### config.mk
export PLATFORM = sky130hd
export DESIGN_NAME = sprite_line_scheduler_flat
export DESIGN_NICKNAME = d
export VERILOG_FILES = /design/src/rtl/sprite_pkg.sv /design/src/rtl/sprite_line_scheduler_if.sv /design/src/rtl/sprite_line_scheduler_hit_test.sv /design/src/rtl/sprite_line_scheduler.sv /design/src/flat_wrapper.sv
export SDC_FILE = /design/constraint.sdc
export NUM_CORES = 1
export LEC_CHECK = 0
export ABC_CLOCK_PERIOD_IN_PS = 7200
export BUFFER_PORTS_ARGS = -buffer_cell sky130_fd_sc_hd__buf_2
export CAP_MARGIN = 15
export CORE_AREA = 2 2 227 229
export DETAILED_ROUTE_END_ITERATION = 10
export DIE_AREA = 0 0 229 231
export SYNTH_ARGS = -nofsm -noshare
export SYNTH_HDL_FRONTEND = slang
export SYNTH_SLANG_ARGS = --single-unit
### constraint.sdc
create_clock -name clk -period 7.2 [get_ports clk]
set_input_delay 1.44 -clock clk [delete_from_list [all_inputs] [get_ports clk]]
set_output_delay 1.44 -clock clk [all_outputs]
set_load 0.005 [all_outputs]
### src/rtl/sprite_pkg.sv
`default_nettype none
// ============================================================================
//  Module      : sprite_pkg
//  Description : Shared types and display constants for the sprite line engine.
//  Revision    : 1.0 - initial release
// ============================================================================
package sprite_pkg;

    localparam logic [4:0] ID_EMPTY = 5'd0;
    localparam int         H_ACTIVE = 640;
    localparam int         V_ACTIVE = 480;
    localparam int         V_TOTAL  = 525;

    typedef struct packed {
        logic [4:0] id;
        logic [8:0] y;
        logic [9:0] x;
    } sprite_entry_t;

    typedef enum logic [2:0] {
        IDLE  = 3'd0,
        CLEAR = 3'd1,
        SCAN  = 3'd2,
        DRAW  = 3'd3,
        DONE  = 3'd4
    } fill_state_t;

endpackage
`default_nettype wire

### src/rtl/sprite_line_scheduler_if.sv
`default_nettype none
// ============================================================================
//  Module      : sprite_line_scheduler_if
//  Description : Sprite ROM fetch and line-buffer write bus of the scheduler.
//  Revision    : 1.0 - initial release
// ============================================================================
interface sprite_line_scheduler_if #(
    parameter int ROM_AW = 15
);
    logic [ROM_AW-1:0] rom_addr;
    logic [23:0]       rom_data;
    logic              lb_we;
    logic              lb_bank;
    logic [9:0]        lb_addr;
    logic [23:0]       lb_data;

    modport master (
        output rom_addr,
        input  rom_data,
        output lb_we,
        output lb_bank,
        output lb_addr,
        output lb_data
    );

    modport slave (
        input  rom_addr,
        output rom_data,
        input  lb_we,
        input  lb_bank,
        input  lb_addr,
        input  lb_data
    );
endinterface
`default_nettype wire

### src/rtl/sprite_line_scheduler_hit_test.sv
`default_nettype none
// ============================================================================
//  Module      : sprite_hit_test
//  Description : Decides whether a sprite entry covers a given line and which
//                sprite row lands there.
//  Revision    : 1.0 - initial release
// ============================================================================
module sprite_hit_test
    import sprite_pkg::*;
#(
    parameter int SPR_H = 32
) (
    input  wire sprite_entry_t             i_entry,
    input  wire logic [9:0]                i_target_line,
    output logic                           o_hit,
    output logic [$clog2(SPR_H)-1:0]       o_row
);
    logic [9:0] w_y;
    logic [9:0] w_y_end;

    // Plain 10-bit range test: sprites never wrap past the bottom of the frame.
    assign w_y     = {1'b0, i_entry.y};
    assign w_y_end = w_y + 10'(SPR_H);
    assign o_hit   = (i_entry.id != ID_EMPTY) &&
                     (i_target_line >= w_y) && (i_target_line < w_y_end);
    assign o_row   = i_target_line[$clog2(SPR_H)-1:0] - i_entry.y[$clog2(SPR_H)-1:0];

endmodule
`default_nettype wire

### src/rtl/sprite_line_scheduler.sv
`default_nettype none
// ============================================================================
//  Module      : sprite_line_scheduler
//  Description : Per-scanline fill sequencer: clears the back line-buffer bank,
//                scans the sprite table and streams hit sprite rows into it.
//  Revision    : 1.0 - initial release
// ============================================================================
module sprite_line_scheduler
    import sprite_pkg::*;
#(
    parameter int N_SPRITES = 20,
    parameter int SPR_W     = 32,
    parameter int SPR_H     = 32,
    parameter int H_ACTIVE  = sprite_pkg::H_ACTIVE,
    parameter int V_ACTIVE  = sprite_pkg::V_ACTIVE,
    parameter int V_TOTAL   = sprite_pkg::V_TOTAL,
    parameter int ROM_AW    = 15
) (
    input  wire logic                           clk,
    input  wire logic                           reset,
    input  wire logic [9:0]                     VGA_HCOUNT,
    input  wire logic [9:0]                     VGA_VCOUNT,
    input  wire sprite_entry_t [N_SPRITES-1:0]  gl_array,
    sprite_line_scheduler_if.master             bus,
    output logic                                busy,
    output logic                                overrun
);
    localparam int IDX_W = (N_SPRITES > 1) ? $clog2(N_SPRITES) : 1;
    localparam int ROW_W = $clog2(SPR_H);
    localparam logic [IDX_W-1:0] c_last_idx = IDX_W'(N_SPRITES - 1);

    fill_state_t        r_state;
    fill_state_t        w_state_next;
    logic               r_at_start;
    logic               w_at_start;
    logic               w_start;
    logic [9:0]         w_target;
    logic               w_target_valid;
    logic [9:0]         r_target;
    logic [9:0]         r_col;
    logic [9:0]         w_col_next;
    logic [IDX_W-1:0]   r_idx;
    logic [IDX_W-1:0]   w_idx_next;
    logic               w_latch_target;
    logic               w_latch_entry;
    logic [4:0]         r_id;
    logic [9:0]         r_x;
    logic [ROW_W-1:0]   r_row;
    logic               r_overrun;
    sprite_entry_t      w_entry;
    logic               w_hit;
    logic [ROW_W-1:0]   w_row;
    logic [10:0]        w_draw_col;

    // HCOUNT holds each value for two clocks; only the first one starts a fill.
    assign w_at_start     = (VGA_HCOUNT == 10'(H_ACTIVE));
    assign w_start        = w_at_start && !r_at_start;
    assign w_target       = (VGA_VCOUNT == 10'(V_TOTAL - 1)) ? 10'd0 : VGA_VCOUNT + 10'd1;
    assign w_target_valid = (w_target < 10'(V_ACTIVE));
    assign w_entry        = gl_array[r_idx];

    // r_col runs one past the last column so the trailing ROM word gets written.
    assign w_draw_col     = 11'(r_x) + 11'(r_col) - 11'd1;

    sprite_hit_test #(
        .SPR_H (SPR_H)
    ) u_hit_test (
        .i_entry       (w_entry),
        .i_target_line (r_target),
        .o_hit         (w_hit),
        .o_row         (w_row)
    );

    always_ff @(posedge clk) begin
        if (reset) begin
            r_state    <= IDLE;
            r_at_start <= 1'b0;
            r_target   <= '0;
            r_col      <= '0;
            r_idx      <= '0;
            r_id       <= '0;
            r_x        <= '0;
            r_row      <= '0;
            r_overrun  <= 1'b0;
        end else begin
            r_state    <= w_state_next;
            r_at_start <= w_at_start;
            r_col      <= w_col_next;
            r_idx      <= w_idx_next;
            if (w_latch_target) begin
                r_target <= w_target;
            end
            if (w_latch_entry) begin
                r_id  <= w_entry.id;
                r_x   <= w_entry.x;
                r_row <= w_row;
            end
            if (w_start && busy) begin
                r_overrun <= 1'b1;
            end
        end
    end

    always_comb begin
        w_state_next   = r_state;
        w_col_next     = r_col;
        w_idx_next     = r_idx;
        w_latch_target = 1'b0;
        w_latch_entry  = 1'b0;
        busy           = 1'b0;
        bus.rom_addr   = '0;
        bus.lb_we      = 1'b0;
        bus.lb_bank    = r_target[0];
        bus.lb_addr    = '0;
        bus.lb_data    = '0;

        case (r_state)
            IDLE: begin
            end
            CLEAR: begin
                busy        = 1'b1;
                bus.lb_we   = 1'b1;
                bus.lb_addr = r_col;
                if (r_col == 10'(H_ACTIVE - 1)) begin
                    w_state_next = SCAN;
                    w_idx_next   = c_last_idx;
                end else begin
                    w_col_next = r_col + 10'd1;
                end
            end
            SCAN: begin
                busy = 1'b1;
                if (w_hit) begin
                    w_state_next  = DRAW;
                    w_col_next    = '0;
                    w_latch_entry = 1'b1;
                end else if (r_idx == '0) begin
                    w_state_next = DONE;
                end else begin
                    w_idx_next = r_idx - 1'b1;
                end
            end
            DRAW: begin
                busy = 1'b1;
                if (r_col < 10'(SPR_W)) begin
                    bus.rom_addr = ROM_AW'((32'(r_id) * 32'(SPR_H) + 32'(r_row)) * 32'(SPR_W)
                                           + 32'(r_col));
                end
                // Transparent pixels and columns past the right edge are dropped.
                if ((r_col != '0) && (w_draw_col < 11'(H_ACTIVE)) && (bus.rom_data != 24'h0)) begin
                    bus.lb_we   = 1'b1;
                    bus.lb_addr = w_draw_col[9:0];
                    bus.lb_data = bus.rom_data;
                end
                if (r_col == 10'(SPR_W)) begin
                    if (r_idx == '0) begin
                        w_state_next = DONE;
                    end else begin
                        w_state_next = SCAN;
                        w_idx_next   = r_idx - 1'b1;
                    end
                end else begin
                    w_col_next = r_col + 10'd1;
                end
            end
            DONE: begin
                w_state_next = IDLE;
            end
            default: begin
                w_state_next = IDLE;
            end
        endcase

        // A new line always wins: abandon whatever is in flight.
        if (w_start) begin
            if (w_target_valid) begin
                w_state_next   = CLEAR;
                w_col_next     = '0;
                w_latch_target = 1'b1;
            end else begin
                w_state_next = IDLE;
            end
        end
    end

    assign overrun = r_overrun;

endmodule
`default_nettype wire

### src/flat_wrapper.sv
// flat-port wrapper written by rule: the top's interface ports become plain ports
module sprite_line_scheduler_flat import sprite_pkg::*;
#(
    parameter int N_SPRITES = 20,
    parameter int SPR_W     = 32,
    parameter int SPR_H     = 32,
    parameter int H_ACTIVE  = sprite_pkg::H_ACTIVE,
    parameter int V_ACTIVE  = sprite_pkg::V_ACTIVE,
    parameter int V_TOTAL   = sprite_pkg::V_TOTAL,
    parameter int ROM_AW    = 15
)
  (clk, reset, VGA_HCOUNT, VGA_VCOUNT, gl_array, busy, overrun, bus_rom_addr, bus_rom_data, bus_lb_we, bus_lb_bank, bus_lb_addr, bus_lb_data);
  sprite_line_scheduler_if #(.ROM_AW(ROM_AW)) bus_i ();
  input  wire logic clk;
  input  wire logic reset;
  input  wire logic [9:0] VGA_HCOUNT;
  input  wire logic [9:0] VGA_VCOUNT;
  input  wire sprite_entry_t [N_SPRITES-1:0] gl_array;
  output logic busy;
  output logic overrun;
  output wire logic [$bits(bus_i.rom_addr)-1:0] bus_rom_addr;
  input wire logic [$bits(bus_i.rom_data)-1:0] bus_rom_data;
  output wire logic [$bits(bus_i.lb_we)-1:0] bus_lb_we;
  output wire logic [$bits(bus_i.lb_bank)-1:0] bus_lb_bank;
  output wire logic [$bits(bus_i.lb_addr)-1:0] bus_lb_addr;
  output wire logic [$bits(bus_i.lb_data)-1:0] bus_lb_data;
  assign bus_rom_addr = bus_i.rom_addr;
  assign bus_i.rom_data = bus_rom_data;
  assign bus_lb_we = bus_i.lb_we;
  assign bus_lb_bank = bus_i.lb_bank;
  assign bus_lb_addr = bus_i.lb_addr;
  assign bus_lb_data = bus_i.lb_data;
  sprite_line_scheduler #(.N_SPRITES(N_SPRITES), .SPR_W(SPR_W), .SPR_H(SPR_H), .H_ACTIVE(H_ACTIVE), .V_ACTIVE(V_ACTIVE), .V_TOTAL(V_TOTAL), .ROM_AW(ROM_AW)) u_core (.clk(clk), .reset(reset), .VGA_HCOUNT(VGA_HCOUNT), .VGA_VCOUNT(VGA_VCOUNT), .gl_array(gl_array), .bus(bus_i), .busy(busy), .overrun(overrun));
endmodule
==> results of run 1 <==
layout make-up:
type | count | area [um2] | share of cell area (%)
clock inverters | 3 | 28.8 | 0.249
repair buffers | 599 | 3080 | 26.7
flip-flops and latches | 50 | 1010 | 8.76
multi-input cells | 588 | 6220 | 53.9
inverters | 56 | 210 | 1.82
clock buffers | 5 | 125 | 1.08
diodes | 6 | 15.0 | 0.130
well taps | 680 | 851 | 7.37
cell families after synthesis:
family / Yosys count
compound gates: 134
mux: 170
flops: 50
xor+xnor: 27
buf+inv: 112
fa+ha+maj: 47
simple gates: 210
path summary, 6_finish.rpt:
check | start | endpoint | slack, ns | cells past startpoint
worst min register to register | u_core.r_x[3]$_SDFFE_PP0P_ | u_core.r_x[3]$_SDFFE_PP0P_ | 0.50 | 2
worst min-delay path | u_core.r_x[3]$_SDFFE_PP0P_ | u_core.r_x[3]$_SDFFE_PP0P_ | 0.50 | 2
worst max-delay path | gl_array[351] | u_core.r_x[3]$_SDFFE_PP0P_ | 1.41 | 17
worst max register to register | u_core.r_idx[0]$_SDFFE_PP0P_ | u_core.r_x[3]$_SDFFE_PP0P_ | 1.49 | 17
sequential cells by signal, summed over array words and instances, names as in the netlist:
register,count
u_core.r_id,5
u_core.overrun,1
u_core.r_x,10
u_core.r_col,10
u_core.r_target,10
u_core.r_at_start,1
u_core.r_row,5
u_core.r_idx,5
u_core.r_state,3
placed cells by master, fill, tap and decap left out, types with 6 or more instances in the layout:
cell      synthesis  layout
a211oi_1          8       8
a21o_1            9       9
a21oi_1          36      36
a22o_1           21      21
a22oi_1          12      12
and2_1           28      28
buf_2             9     578
buf_4             6      19
dfxtp_1          50      46
diode_2           0       6
ha_1             44      44
inv_1            55      55
mux2i_1          37      37
mux4_2          131     131
nand2_1          27      27
nand2b_1          7       7
nand3_1          22      22
nor2_1           68      68
nor2b_1           9       9
nor3_1           13      12
nor4_1            9       9
o21ai_0           9       9
o21ai_1           7       7
xnor2_1          16      16
xor2_1           11      11
tightest hold or removal path: stages (launching register included):
cell	delay [ns]
dfxtp_1	0.33
mux2i_1	0.07
nor2_1	0.07
where the power goes:
| group | internal, uW | switching [uW] |
|---|---|---|
| registers | 275 | 0.0225 |
| logic | 165 | 108 |
| clock network | 133 | 123 |
| total | 573 | 231 |
per-layer routing:
metal / share of wire [%] / routed length, um / up-vias
met2: 52 / 22800 / 413
li1: - / - / 4054
met5: 0.15 / 67 / -
met3: 5.7 / 2510 / 44
met4: 1.3 / 586 / 10
met1: 41 / 18100 / 4420
metrics by stage:
step	utilization, %	instances
floorplan	-	750
global placement	22.4	1973
detailed placement	22.4	1973
CTS	22.7	1981
global route	22.8	1984
finish	22.8	1987
==> flow_summary.json, run 1 <==
{
  "outcome": "finished, final reports clean",
  "portBuffers": 578,
  "dieArea_mm2": 0.0529,
  "drive_gt1_share_pct": 57.7,
  "worstPathRequired_ns": 7.36,
  "drc_errors": 0,
  "core_mm2": 0.0507,
  "h-tree-depth": 2,
  "critical-path-top-delay-family": "compound AO/OA/AOI/OAI gates",
  "yosysTopAreaCell": "mux4_2",
  "start_util_pct": 15.2,
  "num_rows": 83,
  "synth_edf_count": 0,
  "dpl_cell_area_mm2": 0.0114,
  "place_congestion": 0.956,
  "yosysTopAreaCellShare_pct": 38.3,
  "ant_nets": 0,
  "cap_violations": 0,
  "ys_warn_count": 0,
  "start_kind": "input port",
  "synth-simple-area-share_pct": 13.8,
  "fill_cells": 5587,
  "clk_latency_ns": 0.30,
  "grt_overflow": 0,
  "slew_violations": 0,
  "synth_xor_xnor_area_share_pct": 3.07,
  "cpMaxStageDelayCell": "mux4_2",
  "nNetsFinal": 1873,
  "wl_per_cell_um": 22.2,
  "root_buffer": "clkbuf_16",
  "grt_antenna_before_repair": 20,
  "syn_nets": 1323,
  "total_leakage_power_uw": 0.00502,
  "fin_crit_sh_pct": 80.4,
  "avgSynthCellArea_um2": 10.3,
  "clockBufferDepth": 2,
  "synth_cell_type_count": 58,
  "tns_ns": 0,
  "synthCells": 750,
  "yosysMostFrequentCell": "mux4_2",
  "maxSlewHeadroom_pct": 32.6,
  "viasPerCell": 4.50,
  "clkSinkCount": 50,
  "dp_worst_setup_slack_ns": 1.07,
  "rsz0062_at_grt": "no",
  "grt_pass1_wl_um": 61900,
  "final_area_mm2": 0.0115,
  "synth_compound_area_share_pct": 12.1,
  "grt-busiest-layer": "met2",
  "postCtsHoldBufs": 0,
  "crit_type": "input port to flop",
  "hold_class": "flop to flop",
  "use_met3_pct": 2.41,
  "met1_usage_pct": 19.7,
  "cts_tree": "yes",
  "vias": 8941,
  "die_h_um": 231,
  "die_x_um": 229,
  "area_growth_pct": 49.9,
  "p_per_area_mw_per_mm2": 69.7,
  "grt_usage_pct": 15.9,
  "met2_usage_pct": 29.1,
  "cp_slowest_stage_delay_ns": 0.53,
  "crit_arrival_ns": 5.95,
  "drt_first_pass_iters": 7,
  "finalClockSkew_ns": 0.0125,
  "dr.first_iter.drc_count": 574,
  "hpwl_um": 39400,
  "synthesis.area_mm2": 0.00770,
  "post-cts-setup-buffers": 0,
  "clk_pin_slew_ns": 0.07,
  "yosysSeqAreaShare_pct": 13.0,
  "path_cells": "buf_2, mux4_2, mux4_2, a22oi_1, inv_1, ha_1, inv_1, ha_1, a21o_1, a21oi_1, o41ai_1, a311oi_1, o21ai_1, nor3_4, buf_4, mux2i_1, nor2_1",
  "hold_viol_final": 0,
  "cts_resized": 0,
  "synth_fa_ha_area_share_pct": 7.93,
  "min_period_ns": 5.79,
  "tightest_slew_ns": 1.01,
  "finalWirelength_um": 44100,
  "grt_max_degree": 67,
  "setup_ws_ns": 1.41,
  "synthArstFlopShare_pct": 0,
  "critPathMaxFanout": 16,
  "setup_viol": 0,
  "ys_seq_elements": 50,
  "cp_num_buf_inv": 4,
  "synth_area_leaders": "mux4_2, dfxtp_1, ha_1",
  "synth_top_family_by_area": "multiplexers",
  "io-pin-count": 579,
  "netlist_top_cells_count": "mux4_2, nor2_1, inv_1",
  "grt_pass1_vias": 9274,
  "peakVddDrop_mv": 0.0860,
  "hold_ws_ns": 0.503,
  "fmax_mhz": 173,
  "end_kind": "flop",
  "cts_buffers": 5,
  "synthMuxAreaShare_pct": 43.8,
  "p_total_uw": 805,
  "synthFlopType": "dfxtp_1"
}
Power figures use the tool's default switching activity.
==> run 2, diff against run 1 <==
- ABC_CLOCK_PERIOD_IN_PS: 7200 -> 5550
- clock period: 7.2 -> 5.55 ns (I/O delays scaled with it)
==> run 2 against run 1 <==
Compared with the run above:
- count of clock-buffer cells in the layout grew 1
- critical path depth shrank 3
- clock power grew 23%
- highest routed layer unchanged
==> flow_summary.json, run 2 (synthesized netlist as in run 1, its figures left out) <==
{
  "cts_buffers": 5,
  "final_area_mm2": 0.0116,
  "dieArea_mm2": 0.0529,
  "hold_end": "u_core.overrun$_SDFFE_PP0P_",
  "nNetsFinal": 1877,
  "worstPathRequired_ns": 5.70,
  "start_kind": "flop",
  "total_leakage_power_uw": 0.00504,
  "core_mm2": 0.0507,
  "vias": 8925,
  "maxSlewHeadroom_pct": 32.4,
  "clockBufferDepth": 2,
  "reg2reg_depth": 14,
  "drive_gt1_share_pct": 57.8,
  "min_period_ns": 5.17,
  "r2r-end": "u_core.r_x[4]$_SDFFE_PP0P_",
  "worst_path_most_repeated_cell": "mux4_2",
  "worstHoldPathCells": 2,
  "setup_viol": 0,
  "dpl_cell_area_mm2": 0.0114,
  "hold_class": "flop to flop",
  "grt_pass1_wl_um": 62400,
  "finalClockSkew_ns": 0.0108,
  "mostFrequentLayoutCells": "buf_2, mux4_2, nor2_1",
  "grt_overflow": 0,
  "cp_slowest_stage_delay_ns": 0.91,
  "largest_registers": "u_core.r_col (10), u_core.r_target (10), u_core.r_x (10)",
  "root_buffer": "clkbuf_16",
  "rsz0062_at_grt": "no",
  "outcome": "finished, final reports clean",
  "portBuffers": 578,
  "fin_crit_sh_pct": 93.1,
  "fill_cells": 5609,
  "ant_nets": 0,
  "dr.first_iter.drc_count": 479,
  "fmax_mhz": 194,
  "drt_first_pass_iters": 5,
  "place_congestion": 0.943,
  "grt_antenna_before_repair": 24,
  "grt_max_degree": 65,
  "clk_pin_slew_ns": 0.08,
  "rr_startpoint": "u_core.r_idx[1]$_SDFFE_PP0P_",
  "clkSinkCount": 50,
  "grt_pass1_vias": 9225,
  "tns_ns": 0,
  "peakVddDrop_mv": 0.110,
  "drc_errors": 0,
  "io-pin-count": 579,
  "crit_type": "flop to flop",
  "cap_violations": 0,
  "die_h_um": 231,
  "h-tree-depth": 2,
  "worst_hold_startpoint": "u_core.overrun$_SDFFE_PP0P_",
  "hold_viol_final": 0,
  "die_x_um": 229,
  "hpwl_um": 39600,
  "finalWirelength_um": 45300,
  "timing.reg2reg.setup_slack_ns": 0.38,
  "critPathMaxFanout": 64,
  "cpMaxStageDelayCell": "dfxtp_4",
  "slew_violations": 0,
  "tightest_slew_ns": 1.01,
  "wl_per_cell_um": 22.7,
  "num_rows": 83,
  "final_common_cell": "buf_2",
  "clk_latency_ns": 0.30,
  "end_kind": "flop",
  "cts_tree": "yes",
  "path_cells": "buf_12, mux4_2, mux4_2, a22oi_1, ha_1, o2111ai_1, or2_2, o211a_1, a311oi_1, o21ai_1, nor3_4, buf_4, mux2i_1, nor2_1",
  "crit_arrival_ns": 5.32,
  "p_per_area_mw_per_mm2": 88.7,
  "viasPerCell": 4.47,
  "grt_usage_pct": 16.2,
  "postCtsHoldBufs": 0,
  "start_util_pct": 15.2,
  "area_growth_pct": 50.6
}
==> run 2: cell count changes in the layout (fill, tap and decap cells not counted), sizes merged <==
| cell | delta |
|---|---|
| clkbuf | +1 |
| buf | +4 |
| diode | +4 |
| clkinv | -1 |
==> run 2: where the power goes <==
group	internal, uW	switching [uW]	leakage (uW)
Sequential	357	0.0271	0.000405
Combinational	214	142	0.00456
Clock	169	146	0.0000713
==> run 2: worst max path at each step <==
| stage | startpoint | end | slack (ns) | depth (start not counted) |
|---|---|---|---|---|
| after global placement | gl_array[303] | u_core.r_row[3]$_SDFFE_PP0P_ | 0.30 | 17 |
| after CTS | u_core.r_idx[0]$_SDFFE_PP0P_ | u_core.r_x[4]$_SDFFE_PP0P_ | 0.13 | 14 |
| final | u_core.r_idx[1]$_SDFFE_PP0P_ | u_core.r_x[4]$_SDFFE_PP0P_ | 0.38 | 14 |
| after detailed placement | gl_array[303] | u_core.r_x[4]$_SDFFE_PP0P_ | 0.07 | 17 |
| after global routing | u_core.r_idx[0]$_SDFFE_PP0P_ | u_core.r_x[2]$_SDFFE_PP0P_ | 0.05 | 14 |
| after floorplan | u_core.r_idx[0]$_SDFFE_PP0P_ | u_core.r_id[4]$_SDFFE_PP0P_ | 0.35 | 19 |
==> run 2: stage by stage <==
stage / hold WS (ns) / instances / setup slack (ns) / total power (uW) / util [%]
floorplan: 0.460 / 750 / 0.346 / 477 / -
global placement: 0.448 / 1976 / 0.300 / 716 / 22.5
detailed placement: 0.459 / 1976 / 0.0722 / 722 / 22.5
CTS: 0.477 / 1984 / 0.127 / 1040 / 22.8
global route: 0.528 / 1995 / 0.0450 / 1070 / 22.9
finish: 0.484 / 1995 / 0.382 / 1030 / 22.9
==> run 2: metal layers <==
metal | routed length [um] | vias up | track usage (%)
met3 | 3020 | 73 | 3.45
met4 | 1670 | 16 | 7.08
li1 | - | 4071 | -
met2 | 22800 | 460 | 28.4
met1 | 17600 | 4305 | 18.8
met5 | 103 | - | 1.01
==> run 2: critical path: cells and delay by family, from the launching register on <==
kind,cells,cell delay (ns)
AO/OA/AOI/OAI,5,1.49
multiplexers,3,1.10
flip-flops,1,0.91
buffers and inverters,2,0.62
AND/OR/NAND/NOR,3,0.58
adder cells (fa/ha/maj),1,0.24
==> run 2: final cells by class <==
type                    count  area (um2)  area share, %
repair buffers            603        3120           26.9
inverters                  56         210           1.81
clock buffers               6         129           1.11
flip-flops and latches     50        1010           8.72
diodes                     10        25.0          0.216
multi-input cells         588        6230           53.8
clock inverters             2        13.8          0.119
well taps                 680         851           7.34
==> run 2: timing repair <==
action	4_1_cts	5_1_grt
setup buffers	0	1
resized for setup	0	1
endpoints found under the setup margin	0	48
